### config.mk
export PLATFORM = sky130hd
export DESIGN_NAME = comp_frame_decoder_flat
export DESIGN_NICKNAME = d
export VERILOG_FILES = /design/src/rtl/comp_frame_decoder_if.sv /design/src/rtl/comp_frame_decoder.sv /design/src/flat_wrapper.sv
export SDC_FILE = /design/constraint.sdc
export NUM_CORES = 1
export LEC_CHECK = 0
export BUFFER_PORTS_ARGS = -buffer_cell sky130_fd_sc_hd__clkbuf_2
export CAP_MARGIN = 0
export CORE_ASPECT_RATIO = 1.4
export CORE_MARGIN = 2
export CORE_UTILIZATION = 50
export DETAILED_ROUTE_END_ITERATION = 10
export HOLD_SLACK_MARGIN = 0.12
export PLACE_DENSITY = 0.85
export SYNTH_ARGS = -nofsm -noshare
export SYNTH_HDL_FRONTEND = slang
export SYNTH_SLANG_ARGS = --single-unit
### constraint.sdc
create_clock -name bus_clk -period 3.4 [get_ports bus_clk]
set_input_delay 0.34 -clock bus_clk [delete_from_list [all_inputs] [get_ports bus_clk]]
set_output_delay 0.34 -clock bus_clk [all_outputs]
set_load 0.02 [all_outputs]
### src/rtl/comp_frame_decoder_if.sv
// Capture-FIFO side and result-stream side of comp_frame_decoder, bundled as one interface.
// The master modport drives the FIFO and downstream-ready; the slave modport is the decoder.
interface comp_frame_decoder_if #(
  parameter int unsigned CONV_BITS = 17
);
  logic                 enable;
  logic                 clear;
  logic [31:0]          fifo_data;
  logic                 fifo_empty;
  logic                 fifo_read;
  logic [CONV_BITS-1:0] conv_data;
  logic [11:0]          conv_frame;
  logic                 conv_valid;
  logic                 conv_ready;
  logic [15:0]          id_err_cnt;
  logic [15:0]          seq_err_cnt;
  logic [15:0]          gap_cnt;

  modport master (
    output enable, clear, fifo_data, fifo_empty, conv_ready,
    input  fifo_read, conv_data, conv_frame, conv_valid, id_err_cnt, seq_err_cnt, gap_cnt
  );

  modport slave (
    input  enable, clear, fifo_data, fifo_empty, conv_ready,
    output fifo_read, conv_data, conv_frame, conv_valid, id_err_cnt, seq_err_cnt, gap_cnt
  );
endinterface

### src/rtl/comp_frame_decoder.sv
// Reassembles head/tail FIFO word pairs into one CONV_BITS-wide conversion on a valid/ready stream.
// Define COMP_DEC_STATS_EN to build the saturating id/sequence/gap error counters.
module comp_frame_decoder #(
  parameter logic [3:0]  IDENTIFIER = 4'b0001,
  parameter int unsigned CONV_BITS  = 17
) (
  input logic                  bus_clk,
  input logic                  bus_rst,
  comp_frame_decoder_if.slave  bus
);

  typedef enum logic [1:0] {StWaitHead, StWaitTail, StOutHold} state_e;

  state_e               state_q, state_d;
  logic [15:0]          head_q, head_d;
  logic [11:0]          frame_q, frame_d;
  logic [CONV_BITS-1:0] conv_data_q, conv_data_d;
  logic [11:0]          conv_frame_q, conv_frame_d;
  logic                 conv_valid_q, conv_valid_d;

  logic        pop;
  logic        id_ok;
  logic        frame_match;
  logic        assemble;
  logic [11:0] word_frame;

  assign word_frame  = bus.fifo_data[27:16];
  assign id_ok       = (bus.fifo_data[31:28] == IDENTIFIER);
  assign frame_match = (word_frame == frame_q);
  // Clear and reset both suppress the pop so no word is lost while state is being dropped.
  assign pop         = bus.enable & ~bus.fifo_empty & (state_q != StOutHold) & ~bus.clear & ~bus_rst;
  assign assemble    = pop & id_ok & frame_match & (state_q == StWaitTail);

  always_comb begin
    state_d      = state_q;
    head_d       = head_q;
    frame_d      = frame_q;
    conv_data_d  = conv_data_q;
    conv_frame_d = conv_frame_q;
    conv_valid_d = conv_valid_q;
    if (bus.clear) begin
      state_d      = StWaitHead;
      conv_valid_d = 1'b0;
    end else begin
      unique case (state_q)
        StWaitHead: begin
          if (pop && id_ok) begin
            head_d  = bus.fifo_data[15:0];
            frame_d = word_frame;
            state_d = StWaitTail;
          end
        end
        StWaitTail: begin
          if (pop && id_ok) begin
            if (frame_match) begin
              conv_data_d  = {head_q, bus.fifo_data[CONV_BITS-17:0]};
              conv_frame_d = frame_q;
              conv_valid_d = 1'b1;
              state_d      = StOutHold;
            end else begin
              // Orphaned head: the mismatching word restarts the pair.
              head_d  = bus.fifo_data[15:0];
              frame_d = word_frame;
            end
          end
        end
        StOutHold: begin
          if (bus.conv_ready) begin
            conv_valid_d = 1'b0;
            state_d      = StWaitHead;
          end
        end
        default: state_d = StWaitHead;
      endcase
    end
  end

  always_ff @(posedge bus_clk or posedge bus_rst) begin
    if (bus_rst) begin
      state_q      <= StWaitHead;
      head_q       <= '0;
      frame_q      <= '0;
      conv_data_q  <= '0;
      conv_frame_q <= '0;
      conv_valid_q <= 1'b0;
    end else begin
      state_q      <= state_d;
      head_q       <= head_d;
      frame_q      <= frame_d;
      conv_data_q  <= conv_data_d;
      conv_frame_q <= conv_frame_d;
      conv_valid_q <= conv_valid_d;
    end
  end

  assign bus.fifo_read  = pop;
  assign bus.conv_data  = conv_data_q;
  assign bus.conv_frame = conv_frame_q;
  assign bus.conv_valid = conv_valid_q;

`ifdef COMP_DEC_STATS_EN
  logic [15:0] id_err_q, id_err_d;
  logic [15:0] seq_err_q, seq_err_d;
  logic [15:0] gap_q, gap_d;
  logic [11:0] prev_frame_q, prev_frame_d;
  logic        prev_valid_q, prev_valid_d;

  always_comb begin
    id_err_d     = id_err_q;
    seq_err_d    = seq_err_q;
    gap_d        = gap_q;
    prev_frame_d = prev_frame_q;
    prev_valid_d = prev_valid_q;
    if (bus.clear) begin
      id_err_d     = '0;
      seq_err_d    = '0;
      gap_d        = '0;
      prev_valid_d = 1'b0;
    end else begin
      if (pop && !id_ok && id_err_q != 16'hFFFF) id_err_d = id_err_q + 16'd1;
      if (pop && id_ok && state_q == StWaitTail && !frame_match && seq_err_q != 16'hFFFF) begin
        seq_err_d = seq_err_q + 16'd1;
      end
      if (assemble) begin
        // 12-bit add wraps, so 4095 -> 0 counts as consecutive.
        if (prev_valid_q && frame_q != prev_frame_q + 12'd1 && gap_q != 16'hFFFF) begin
          gap_d = gap_q + 16'd1;
        end
        prev_frame_d = frame_q;
        prev_valid_d = 1'b1;
      end
    end
  end

  always_ff @(posedge bus_clk or posedge bus_rst) begin
    if (bus_rst) begin
      id_err_q     <= '0;
      seq_err_q    <= '0;
      gap_q        <= '0;
      prev_frame_q <= '0;
      prev_valid_q <= 1'b0;
    end else begin
      id_err_q     <= id_err_d;
      seq_err_q    <= seq_err_d;
      gap_q        <= gap_d;
      prev_frame_q <= prev_frame_d;
      prev_valid_q <= prev_valid_d;
    end
  end

  assign bus.id_err_cnt  = id_err_q;
  assign bus.seq_err_cnt = seq_err_q;
  assign bus.gap_cnt     = gap_q;
`else
  assign bus.id_err_cnt  = '0;
  assign bus.seq_err_cnt = '0;
  assign bus.gap_cnt     = '0;
`endif

endmodule

### src/flat_wrapper.sv
// flat-port wrapper written by rule: the top's interface ports become plain ports
module comp_frame_decoder_flat 
#(
  parameter logic [3:0]  IDENTIFIER = 4'b0001,
  parameter int unsigned CONV_BITS  = 17
)
  (bus_clk, bus_rst, bus_enable, bus_clear, bus_fifo_data, bus_fifo_empty, bus_conv_ready, bus_fifo_read, bus_conv_data, bus_conv_frame, bus_conv_valid, bus_id_err_cnt, bus_seq_err_cnt, bus_gap_cnt);
  comp_frame_decoder_if #(.CONV_BITS(CONV_BITS)) bus_i ();
  input logic bus_clk;
  input logic bus_rst;
  input wire logic [$bits(bus_i.enable)-1:0] bus_enable;
  input wire logic [$bits(bus_i.clear)-1:0] bus_clear;
  input wire logic [$bits(bus_i.fifo_data)-1:0] bus_fifo_data;
  input wire logic [$bits(bus_i.fifo_empty)-1:0] bus_fifo_empty;
  input wire logic [$bits(bus_i.conv_ready)-1:0] bus_conv_ready;
  output wire logic [$bits(bus_i.fifo_read)-1:0] bus_fifo_read;
  output wire logic [$bits(bus_i.conv_data)-1:0] bus_conv_data;
  output wire logic [$bits(bus_i.conv_frame)-1:0] bus_conv_frame;
  output wire logic [$bits(bus_i.conv_valid)-1:0] bus_conv_valid;
  output wire logic [$bits(bus_i.id_err_cnt)-1:0] bus_id_err_cnt;
  output wire logic [$bits(bus_i.seq_err_cnt)-1:0] bus_seq_err_cnt;
  output wire logic [$bits(bus_i.gap_cnt)-1:0] bus_gap_cnt;
  assign bus_i.enable = bus_enable;
  assign bus_i.clear = bus_clear;
  assign bus_i.fifo_data = bus_fifo_data;
  assign bus_i.fifo_empty = bus_fifo_empty;
  assign bus_i.conv_ready = bus_conv_ready;
  assign bus_fifo_read = bus_i.fifo_read;
  assign bus_conv_data = bus_i.conv_data;
  assign bus_conv_frame = bus_i.conv_frame;
  assign bus_conv_valid = bus_i.conv_valid;
  assign bus_id_err_cnt = bus_i.id_err_cnt;
  assign bus_seq_err_cnt = bus_i.seq_err_cnt;
  assign bus_gap_cnt = bus_i.gap_cnt;
  comp_frame_decoder #(.IDENTIFIER(IDENTIFIER), .CONV_BITS(CONV_BITS)) u_core (.bus_clk(bus_clk), .bus_rst(bus_rst), .bus(bus_i));
endmodule
# ---- After elaboration in Yosys (flattened, before gate mapping)
# Index checks and enable logic that the tools add are counted.
# Widths: inputs -> output; s select.
dict set report totals {
  reg_bits 60
  latchBits 0
  ramBits 0
  mem_bits_ro 0
  in_bits 38
  out_inout_bits 79
  word_cells 52
  memories 0
}
dict set report op_classes {
  n_addsub 0
  n_mul 0
  n_div 0
  order_cmp 0
  n_eq_ne 12
  shifts 0
  n_mux 19
  bitwise_logic 7
  n_reduce_logical 8
}
# operator count
set ops {}
lappend ops {{$mux 16} 3}
lappend ops {{$mux 12} 3}
lappend ops {{$pmux 16 s2} 1}
lappend ops {{$pmux 12 s2} 1}
lappend ops {{$eq 12x12->1} 1}
lappend ops {{$reduce_and 4->1} 3}
lappend ops {{$mux 2} 5}
lappend ops {{$ne 2x2->1 const B} 3}
lappend ops {{$ne 3x2->1 const B} 2}
lappend ops {{$ne 3x3->1 const B} 2}
lappend ops {{$pmux 2 s3} 1}
lappend ops {{$reduce_and 5->1} 1}
lappend ops {{$and 1x1->1} 4}
lappend ops {{$eq 4x1->1 const B} 1}
lappend ops {{$mux 1} 4}
lappend ops {{$not 1->1} 3}
lappend ops {{$reduce_bool 3->1} 1}
lappend ops {{$eq 2x1->1 const B} 1}
lappend ops {{$eq 2x2->1 const B} 1}
lappend ops {{$logic_not 2->1} 1}
lappend ops {{$ne 2x1->1 const B} 1}
lappend ops {{$pmux 1 s2} 1}
lappend ops {{$reduce_bool 2->1} 1}
lappend ops {{$logic_and 1x1->1} 1}

# ---- Longest topological paths before layout
# Gate-level depths: netlist of the first run.
dict set report logic_depth {
  ltp_word 9
  mapped_depth 7
  depth_no_buf 5
}

# ---- Least setup slack after synthesis of the first run
# OpenSTA, ideal clock, no wires.
dict set report synth_timing {
  kind {input to register}
  start {in bus_fifo_data[29]}
  end {reg u_core.frame_q[0]}
  setup_time_ns 0.127
  t_arrival_ns 2.346
  t_required_ns 3.273
  setup_slack_ns 0.927
  path_stages 7
  n_path_buf 2
  cell_sequence {or4b_1 > or4b_4 > nor3_4 > nor2b_1 > buf_2 > buf_6 > mux2_1}
}
dict set report synth_between {
  elab_chain_cells 4
  elab_cells_between_ends 5
  cone_classes {3 x eq/ne; 2 x reduce/logical}
}
# element line
set synth_rtl {}
lappend synth_rtl {{start, declared} flat_wrapper.sv:13} ;# input wire logic [$bits(bus_i.fifo_data)-1:0] bus_fifo_data;
lappend synth_rtl {{$eq 4x1->1 (*)} comp_frame_decoder.sv:28} ;# assign id_ok = (bus.fifo_data[31:28] == IDENTIFIER);
lappend synth_rtl {{$logic_and 1x1->1 (*)} {comp_frame_decoder.sv:47, comp_frame_decoder.sv:54}}
lappend synth_rtl {{$ne 2x2->1 (no source line) / $ne 2x1->1 (equally long branches)} n/a}
lappend synth_rtl {{$reduce_and 5->1 (no source line) (*)} n/a}
lappend synth_rtl {{end signal, assigned} comp_frame_decoder.sv:89} ;# frame_q <= frame_d;
lappend synth_rtl {{end, declared} comp_frame_decoder.sv:16} ;# logic [11:0] frame_q, frame_d;
# Every way passes the cells marked *; elsewhere a longest branch is shown, timed or not.
# A chain may end at the register's enable or synchronous reset.

# ---- Final worst setup path of the first run
dict set report layout_timing {
  start {reg u_core.state_q[1]}
  end {reg u_core.head_q[12]}
}
dict set report layout_between {
  elab_chain_cells 7
  elab_cells_between_ends 13
  cone_classes {5 x eq/ne; 1 x mux; 3 x bitwise; 4 x reduce/logical}
}
# element line
set layout_rtl {}
lappend layout_rtl {{start, declared} comp_frame_decoder.sv:14} ;# state_e state_q, state_d;
lappend layout_rtl {{start signal, assigned} comp_frame_decoder.sv:80} ;# state_q <= StWaitHead;
lappend layout_rtl {{start signal, assigned} comp_frame_decoder.sv:87} ;# state_q <= state_d;
lappend layout_rtl {{$ne 2x2->1} comp_frame_decoder.sv:31} ;# assign pop = bus.enable & ~bus.fifo_empty & (state_q != StOutHold) & ~bus.clear & ~bus_rst;
lappend layout_rtl {{$and 1x1->1 (3 in series)} comp_frame_decoder.sv:31}
lappend layout_rtl {{$logic_and 1x1->1} {comp_frame_decoder.sv:47, comp_frame_decoder.sv:54}}
lappend layout_rtl {{$ne 2x2->1 (no source line) / $ne 2x1->1 (equally long branches)} n/a}
lappend layout_rtl {{$reduce_and 5->1 (no source line)} n/a}
lappend layout_rtl {{end signal, assigned} comp_frame_decoder.sv:81} ;# head_q <= '0;
lappend layout_rtl {{end signal, assigned} comp_frame_decoder.sv:88} ;# head_q <= head_d;
lappend layout_rtl {{end, declared} comp_frame_decoder.sv:15} ;# logic [15:0] head_q, head_d;
# Several ways; a longest one is shown, not always the timed one.

==> results of run 1 <==
worst paths after layout:
path                                          startpoint                       endpoint  slack (ns)  cells after the start
max                        u_core.state_q[1]$_DFFE_PP0P_  u_core.head_q[12]$_DFFE_PP0P_        0.88                      6
min                                              bus_rst  u_core.frame_q[1]$_DFFE_PP0P_        0.12                      2
max reg2reg                u_core.state_q[1]$_DFFE_PP0P_  u_core.head_q[12]$_DFFE_PP0P_        0.88                      6
min reg2reg                u_core.head_q[15]$_DFFE_PP0P_  u_core.head_q[15]$_DFFE_PP0P_        0.48                      1
max in group asynchronous                        bus_rst  u_core.frame_q[9]$_DFFE_PP0P_        2.48                      3
min in group bus_clk                    bus_fifo_data[2]   u_core.head_q[2]$_DFFE_PP0P_        0.23                      2
per-layer routing:
metal  wire [um]  GRT usage (%)
met1        1840           20.7
met3         418           5.71
met5           0              0
met2        2340           26.7
met4         114           9.35
power by group:
group          leakage (nW)  total [mW]  internal [mW]  switching [mW]
Combinational         0.881       0.117         0.0365          0.0809
Clock                 0.102       0.635          0.376           0.259
Sequential            0.833       0.740          0.730          0.0105
Total                  1.82        1.49           1.14           0.350
cell families (layout without fill, tap and decap cells):
logic type             count (synthesis)  after routing  synth area share, %
other                                  1             48                0.134
AND/OR/NAND/NOR                       20             20                 4.69
AO/OA/AOI/OAI                          2              2                0.446
XOR/XNOR                              12             12                 3.75
buffers and inverters                 55             89                 14.5
multiplexers                          57             57                 22.9
flip-flops                            60             60                 53.6
metrics by stage:
stage               util [%]  area [um^2]  instances
CTS                     59.7         3250        356
detailed placement      56.0         3050        340
global route            59.7         3250        356
finish                  59.7         3250        356
floorplan                  -         2980        254
global placement        56.0         3050        340
synth_stat cells, types with 2 or more instances:
cell / count / area [um^2]
mux2_1: 26 / 293
nand2_1: 5 / 18.8
nor4_1: 2 / 12.5
nand2b_1: 2 / 12.5
buf_2: 4 / 20.0
dfrtp_1: 60 / 1500
buf_4: 48 / 360
xnor2_1: 12 / 105
nand4_1: 2 / 12.5
buf_6: 2 / 22.5
mux2_2: 31 / 349
nor2b_1: 2 / 12.5
layout make-up:
| type | count | area, um^2 | area share, % |
|---|---|---|---|
| clock inverter | 4 | 47.5 | 1.46 |
| multi-input combinational | 139 | 1070 | 33.0 |
| sequential | 60 | 1500 | 46.2 |
| timing repair buffer | 72 | 383 | 11.8 |
| clock buffer | 12 | 155 | 4.77 |
| tap | 68 | 85.1 | 2.62 |
| inverter | 1 | 3.75 | 0.116 |
cells in the final DEF, fill, tap and decap left out:
| master | n |
|---|---|
| clkbuf_2 | 68 |
| dfrtp_1 | 60 |
| conb_1 | 48 |
| mux2_2 | 31 |
| mux2_1 | 26 |
| xnor2_1 | 12 |
| clkbuf_8 | 11 |
| nand2_1 | 5 |
| buf_4 | 3 |
| nand2b_1 | 2 |
| nand4_1 | 2 |
| nor4_1 | 2 |
| clkinv_2 | 2 |
| nor2b_1 | 1 |
| or4b_1 | 1 |
| nor2_1 | 1 |
| or4b_4 | 1 |
| nor3_4 | 1 |
| nand3_1 | 1 |
| or2_2 | 1 |
| a211oi_1 | 1 |
| nor2b_2 | 1 |
| inv_2 | 1 |
| a21oi_1 | 1 |
| nand3b_1 | 1 |
| clkinvlp_4 | 1 |
| clkbuf_1 | 1 |
| bufinv_16 | 1 |
| buf_12 | 1 |
state kept, by name, indices dropped and copies added, names as in the netlist:
register,cells
u_core.bus.conv_data,17
u_core.bus.conv_frame,12
u_core.bus.conv_valid,1
u_core.frame_q,12
u_core.head_q,16
u_core.state_q,2
critical path: stages (launching register included):
cell and delay (ns):
dfrtp_1 0.42, nor2b_1 0.19, or4b_4 0.58, nor3_4 0.26
nor2b_2 0.39, buf_12 0.21, mux2_1 0.35
==> impl_metrics.tcl, run 1 <==
set metrics [dict create \
    relSlewSlack_pct 54.7 \
    clock-sinks 60 \
    die_x_um 67.3 \
    area_growth_syn_to_layout_pct 15.9 \
    cts-root-buf "clkbuf_8" \
    hold_buffers 0 \
    status "finished clean" \
    setup_tns_ns 0 \
    max_freq_mhz 397 \
    finalSetupViolations 0 \
    rsz0062_at_grt "no" \
    cts_tree "done" \
    grt_pass1_vias 1659 \
    finalCritPeriodShare_pct 74.0 \
    p_total_mw 1.49 \
    syn-cell-area_um2 2800 \
    wire_per_inst_um 13.2 \
    worstPathRequired_ns 3.61 \
    cts.path.max_buffers 2 \
    final-hold-violation-count 0 \
    yosysSeqAreaShare_pct 53.6 \
    place_ws_ns 0.552 \
    synthCells 207 \
    drt_iter0_drc 17 \
    whs_ns 0.116 \
    die_area_um2 6230 \
    cts.clk_slew.worst_paths_ns 0.07 \
    slew_viol_final 0 \
    overflow 0 \
    cts-resized-gates 0 \
    synth_async_sr_flop_share_pct 100 \
    clock_latency_ns 0.33 \
    wl_um 4710 \
    grt_max_degree 35 \
    fin_nets 321 \
    vias 1620 \
    io_buffers 68 \
    filler_cell_count 466 \
    viasPerCell 4.55 \
    hpwl_um 3510 \
    htree_num_levels 3 \
    postCtsSetupBuffers 0 \
    crit_type "register to register" \
    cap_violations 0 \
    antenna_cells 0 \
    routabilityCongestion 0.771 \
    end_kind "register" \
    critPathMaxFanout 20 \
    drive_above_1_share_pct 42.7 \
    rows 32 \
    dr.pass1.iters 4 \
    finalCriticalPeriod_ns 2.52 \
    drc 0 \
    drt.antenna.violating_nets 0 \
    finalClockSkew_ns 0.00625 \
    fin_ws_ns 0.883 \
    grt_pass1_wl_um 7880 \
    ys_ff_latch 60 \
    track_usage_pct 17.2 \
    start_util_pct 51.5 \
    power_density_nw_per_um2 459 \
    synthFlopType "dfrtp_1" \
    synthDistinctLibCells 23 \
    max_slew.worst_pin.slew_ns 0.679 \
    start_kind "register" \
    ys_warn_count 0 \
    die_h_um 92.6 \
    syn_area_per_cell_um2 13.5 \
    vdd_drop_max_v 0.000323 \
    fp.coreArea_um2 5450 \
    p_leak_nw 1.82 \
    antenna_found_initial 0 \
    crit_arrival_ns 2.73 \
    numCtsBuffers 9 \
    io_pins 117 \
    synth_edf_count 0 \
    hp-class "input port to async pin" \
]
Power figures use the tool's default switching activity.
==> run 2, diff against run 1 <==
- CORE_UTILIZATION: 50 -> 48
- PLACE_DENSITY: 0.85 -> 0.82
- clock period: 3.4 -> 2.6 ns (I/O delays scaled with it)
==> run 2 against run 1 <==
Compared with the run above: core utilization shrank 1.5 points; sequential power grew 31%; critical endpoint is now u_core.head_q[10]$_DFFE_PP0P_; critical path depth grew 2; hold slack gained 0.023 ns; flip-flop and latch count is the same; combinational power grew 33%; highest routed layer unchanged; setup slack lost 0.62 ns; cell count grew 0.84%; wire length grew 2.0%.
==> impl_metrics.tcl, run 2 (synthesized netlist as in run 1, its figures left out) <==
set metrics [dict create \
    die_h_um 94.4 \
    finalCritPeriodShare_pct 89.8 \
    r2r_slack_ns 0.38 \
    final_common_cell "clkbuf_2" \
    hp-class "input port to register" \
    relSlewSlack_pct 57.6 \
    drt.antenna.violating_nets 0 \
    die_area_um2 6470 \
    wl_um 4810 \
    io_pins 117 \
    track_usage_pct 16.7 \
    wire_per_inst_um 13.4 \
    area_growth_syn_to_layout_pct 15.4 \
    cp_num_buf_inv 3 \
    critPathMaxFanout 13 \
    finalSetupViolations 0 \
    largest_reg_flops 17 \
    layout_common_cells "clkbuf_2 (68), dfrtp_1 (60), conb_1 (48)" \
    grt_pass1_wl_um 7670 \
    status "finished clean" \
    viasPerCell 4.65 \
    routabilityCongestion 0.749 \
    drive_above_1_share_pct 42.6 \
    io_buffers 68 \
    clock_latency_ns 0.33 \
    rows 32 \
    p_leak_nw 1.82 \
    crit_type "input port to register" \
    fp.coreArea_um2 5570 \
    cts_tree "done" \
    cts.path.max_buffers 2 \
    crit_arrival_ns 2.55 \
    drc 0 \
    timing.rr.end "u_core.head_q[10]$_DFFE_PP0P_" \
    antenna_cells 0 \
    rsz0062_at_grt "no" \
    clock-sinks 60 \
    start_util_pct 50.4 \
    filler_cell_count 491 \
    hpwl_um 3600 \
    drt_iter0_drc 37 \
    path_cells "dlygate4sd3_1 > clkbuf_2 > nand2b_1 > or4b_4 > nor3_4 > nor2b_2 > buf_4 > mux2_1" \
    end_kind "register" \
    numCtsBuffers 9 \
    final-hold-violation-count 0 \
    slew_viol_final 0 \
    place_ws_ns 0.168 \
    p_total_mw 1.84 \
    grt_pass1_vias 1659 \
    max_slew.worst_pin.slew_ns 0.635 \
    finalCriticalPeriod_ns 2.34 \
    fin_nets 325 \
    crit_family "simple AND/OR/NAND/NOR gates" \
    ff_latch_area_um2 1500 \
    holdPathStages 2 \
    slowest_delay_ns 0.56 \
    cts-root-buf "clkbuf_8" \
    worstPathRequired_ns 2.81 \
    finalClockSkew_ns 0.00498 \
    die_x_um 68.6 \
    start_kind "input port" \
    cts.clk_slew.worst_paths_ns 0.06 \
    rr_startpoint "u_core.state_q[1]$_DFFE_PP0P_" \
    antenna_found_initial 0 \
    hp-start "bus_fifo_data[6]" \
    max_freq_mhz 428 \
    setup_tns_ns 0 \
    fin_ws_ns 0.264 \
    r2r_cells 6 \
    dr.pass1.iters 3 \
    vdd_drop_max_v 0.000373 \
    multi_input_area_um2 1070 \
    grt_max_degree 32 \
    whs_endpoint "u_core.head_q[6]$_DFFE_PP0P_" \
    overflow 0 \
    vias 1670 \
    worst_path_max_delay_cell "or4b_4" \
    power_density_nw_per_um2 570 \
    htree_num_levels 3 \
    cap_violations 0 \
]
run 2: cell types whose count changed in the layout (fill, tap and decap cells not counted):
cell           change
buf_12             -1
buf_4              +4
bufinv_16          -1
clkbuf_1           +1
clkinvlp_4         -1
dlygate4sd3_1      +1
run 2: where the power goes:
part           internal, mW  switching [mW]
Combinational        0.0496           0.106
Sequential            0.955          0.0131
Clock                 0.390           0.331
run 2: worst reg2reg max path: stages, from the launching register on:
cell     delay, ns
dfrtp_1       0.42
nor2b_1       0.19
or4b_4        0.58
nor3_4        0.15
nor2b_2       0.18
buf_4         0.23
mux2_1        0.35
run 2: final cells by class:
type | count | area share, %
Sequential cell | 60 | 46.4
Multi-Input combinational cell | 139 | 33.2
Timing Repair Buffer | 76 | 12.5
Clock buffer | 13 | 4.91
Tap cell | 68 | 2.63
Clock inverter | 2 | 0.309
Inverter | 1 | 0.116
run 2: worst max-delay path by stage:
stage | from | endpoint | slack [ns] | depth (start not counted)
CTS | bus_rst | u_core.head_q[15]$_DFFE_PP0P_ | 0.26 | 8
finish | bus_rst | u_core.head_q[10]$_DFFE_PP0P_ | 0.26 | 8
global route | bus_rst | u_core.head_q[15]$_DFFE_PP0P_ | 0.18 | 8
detailed placement | bus_fifo_data[29] | u_core.head_q[10]$_DFFE_PP0P_ | 0.17 | 7
floorplan | bus_fifo_data[29] | u_core.frame_q[0]$_DFFE_PP0P_ | 0.21 | 7
global placement | bus_fifo_data[29] | u_core.head_q[10]$_DFFE_PP0P_ | 0.21 | 7
run 2: metal layers:
metal  global-route usage (%)  routed length, um  up-vias
met5                        0                  0        -
met4                     8.00                104        0
met3                     6.91                434       13
met2                     26.7               2440       86
met1                     19.1               1830      809
li1                         -                  -      762
run 2: what timing repair did:
action | in CTS | in global routing
setup buffers | 0 | 0
gates resized for setup | 0 | 0
setup endpoints to repair | 0 | 0
endpoints found under the hold margin | 29 | 0
hold buffers | 1 | 0
run 2: metrics by stage:
stage / hold WS, ns / utilization (%) / cell area [um^2] / instances
6_report: 0.139 / 58.1 / 3240 / 359
5_1_grt: 0.132 / 58.1 / 3240 / 359
4_1_cts: 0.127 / 58.1 / 3240 / 359
3_5_place_dp: 0.384 / 54.9 / 3060 / 343
3_3_place_gp: 0.377 / 54.9 / 3060 / 343
2_1_floorplan: 0.323 / - / 2980 / 254
==> run 3, diff against run 2 <==
- SETUP_SLACK_MARGIN: unset -> 0.3
==> run 3 against run 2 <==
Compared with the run above: via count decreased by 0.72%; combinational power about the same; global-route usage decreased by 0.45 points; count of clock-buffer cells in the layout unchanged; fmax increased by 6.3%; sequential power about the same; power decreased by 0.40%; wire length decreased by 0.85%; setup slack improved by 0.14 ns; register-to-register slack improved by 0.02 ns; critical endpoint is now u_core.head_q[7]$_DFFE_PP0P_.
==> impl_metrics.tcl, run 3 (synthesized netlist as in run 1, its figures left out) <==
set metrics [dict create \
    crit_type "register to register" \
    cap_violations 0 \
    end_kind "register" \
    grt_max_degree 36 \
    rsz0062_at_grt "yes" \
    slew_viol_final 0 \
    cts-root-buf "clkbuf_8" \
    max_freq_mhz 455 \
    die_x_um 68.6 \
    antenna_found_initial 0 \
    grt_pass1_wl_um 7420 \
    cts_tree "done" \
    hp-class "input port to register" \
    grt_pass1_vias 1608 \
    critPathMaxFanout 5 \
    max_slew.worst_pin.slew_ns 0.704 \
    final_common_cell "clkbuf_2" \
    overflow 0 \
    numCtsBuffers 9 \
    finalCriticalPeriod_ns 2.20 \
    start_util_pct 50.4 \
    clock_latency_ns 0.33 \
    fp.coreArea_um2 5570 \
    drc 0 \
    io_pins 117 \
    drive_above_1_share_pct 43.3 \
    filler_cell_count 458 \
    rows 32 \
    cts.path.max_buffers 2 \
    largest_reg_flops 17 \
    start_kind "register" \
    vdd_drop_max_v 0.000374 \
    clock-sinks 60 \
    die_h_um 94.4 \
    wl_um 4770 \
    power_density_nw_per_um2 558 \
    relSlewSlack_pct 53.0 \
    routabilityCongestion 0.694 \
    die_area_um2 6470 \
    wire_per_inst_um 13.2 \
    setup_tns_ns 0 \
    area_growth_syn_to_layout_pct 17.5 \
    final_core_utilization_pct 59.2 \
    io_buffers 68 \
    vias 1658 \
    final-hold-violation-count 0 \
    dr.pass1.iters 4 \
    hpwl_um 3570 \
    layout_common_cells "clkbuf_2 (68), dfrtp_1 (60), conb_1 (48)" \
    drt.antenna.violating_nets 0 \
    fin_nets 327 \
    track_usage_pct 16.3 \
    worstPathRequired_ns 2.80 \
    p_leak_nw 1.84 \
    finalClockSkew_ns 0.00695 \
    finalCritPeriodShare_pct 84.5 \
    antenna_cells 0 \
    status "finished clean" \
    cts.clk_slew.worst_paths_ns 0.06 \
    drt_iter0_drc 58 \
    htree_num_levels 3 \
    viasPerCell 4.59 \
    crit_arrival_ns 2.40 \
    finalSetupViolations 0 \
]
## run 3: repair_timing
action,4_1_cts,5_1_grt
setup buffers,0,1
endpoints found under the setup margin,0,30
resized for setup,0,2
hold buffers,1,0
endpoints found under the hold margin,33,0
## run 3: report_power, final
| group | total (mW) | switching, mW | internal, mW |
|---|---|---|---|
| sequential | 0.968 | 0.0132 | 0.955 |
| combinational | 0.156 | 0.106 | 0.0499 |
| clock | 0.713 | 0.323 | 0.390 |
| total | 1.84 | 0.442 | 1.39 |
## run 3: path summary, 6_finish.rpt
path,start,endpoint,slack [ns],depth (start not counted)
min reg2reg,u_core.state_q[1]$_DFFE_PP0P_,u_core.state_q[0]$_DFFE_PP0P_,0.47,1
min in group asynchronous,bus_rst,u_core.bus.conv_data[2]$_DFFE_PP0P_,0.60,3
max reg2reg,u_core.state_q[1]$_DFFE_PP0P_,u_core.head_q[7]$_DFFE_PP0P_,0.40,6
max,u_core.state_q[1]$_DFFE_PP0P_,u_core.head_q[7]$_DFFE_PP0P_,0.40,6
min,bus_fifo_data[9],u_core.head_q[9]$_DFFE_PP0P_,0.15,2
max in group asynchronous,bus_rst,u_core.head_q[3]$_DFFE_PP0P_,1.35,4
## run 3: layer usage
layer	routed length (um)	global-route usage (%)	up-vias	part of all wire (%)
li1	-	-	771	-
met1	1900	18.8	793	40
met2	2370	26.3	83	50
met3	384	5.01	11	8.1
met4	111	9.00	0	2.3
met5	0	0	-	0
## run 3: final cells by class
| class | instances | area [um^2] | share of cell area, % |
|---|---|---|---|
| Clock inverter | 2 | 10.0 | 0.304 |
| Timing Repair Buffer | 78 | 448 | 13.6 |
| Inverter | 1 | 3.75 | 0.114 |
| Sequential cell | 60 | 1500 | 45.6 |
| Tap cell | 68 | 85.1 | 2.58 |
| Clock buffer | 13 | 159 | 4.83 |
| Multi-Input combinational cell | 139 | 1080 | 33.0 |
## run 3: metrics by stage
step	setup slack (ns)	instance area, um^2	power [mW]	std cells	hold slack [ns]
floorplan	0.234	2980	1.15	254	0.323
global placement	0.211	3070	1.14	343	0.414
detailed placement	0.143	3070	1.14	343	0.412
CTS	0.341	3250	1.86	359	0.135
global route	0.289	3290	1.92	361	0.143
finish	0.402	3290	1.84	361	0.148
## run 3: critical path, cell delays in order, from the launching register on
cell,delay [ns]
dfrtp_1,0.40
nor2b_1,0.17
or4b_4,0.57
nor3_4,0.17
nor2b_4,0.25
buf_4,0.18
mux2_1,0.33
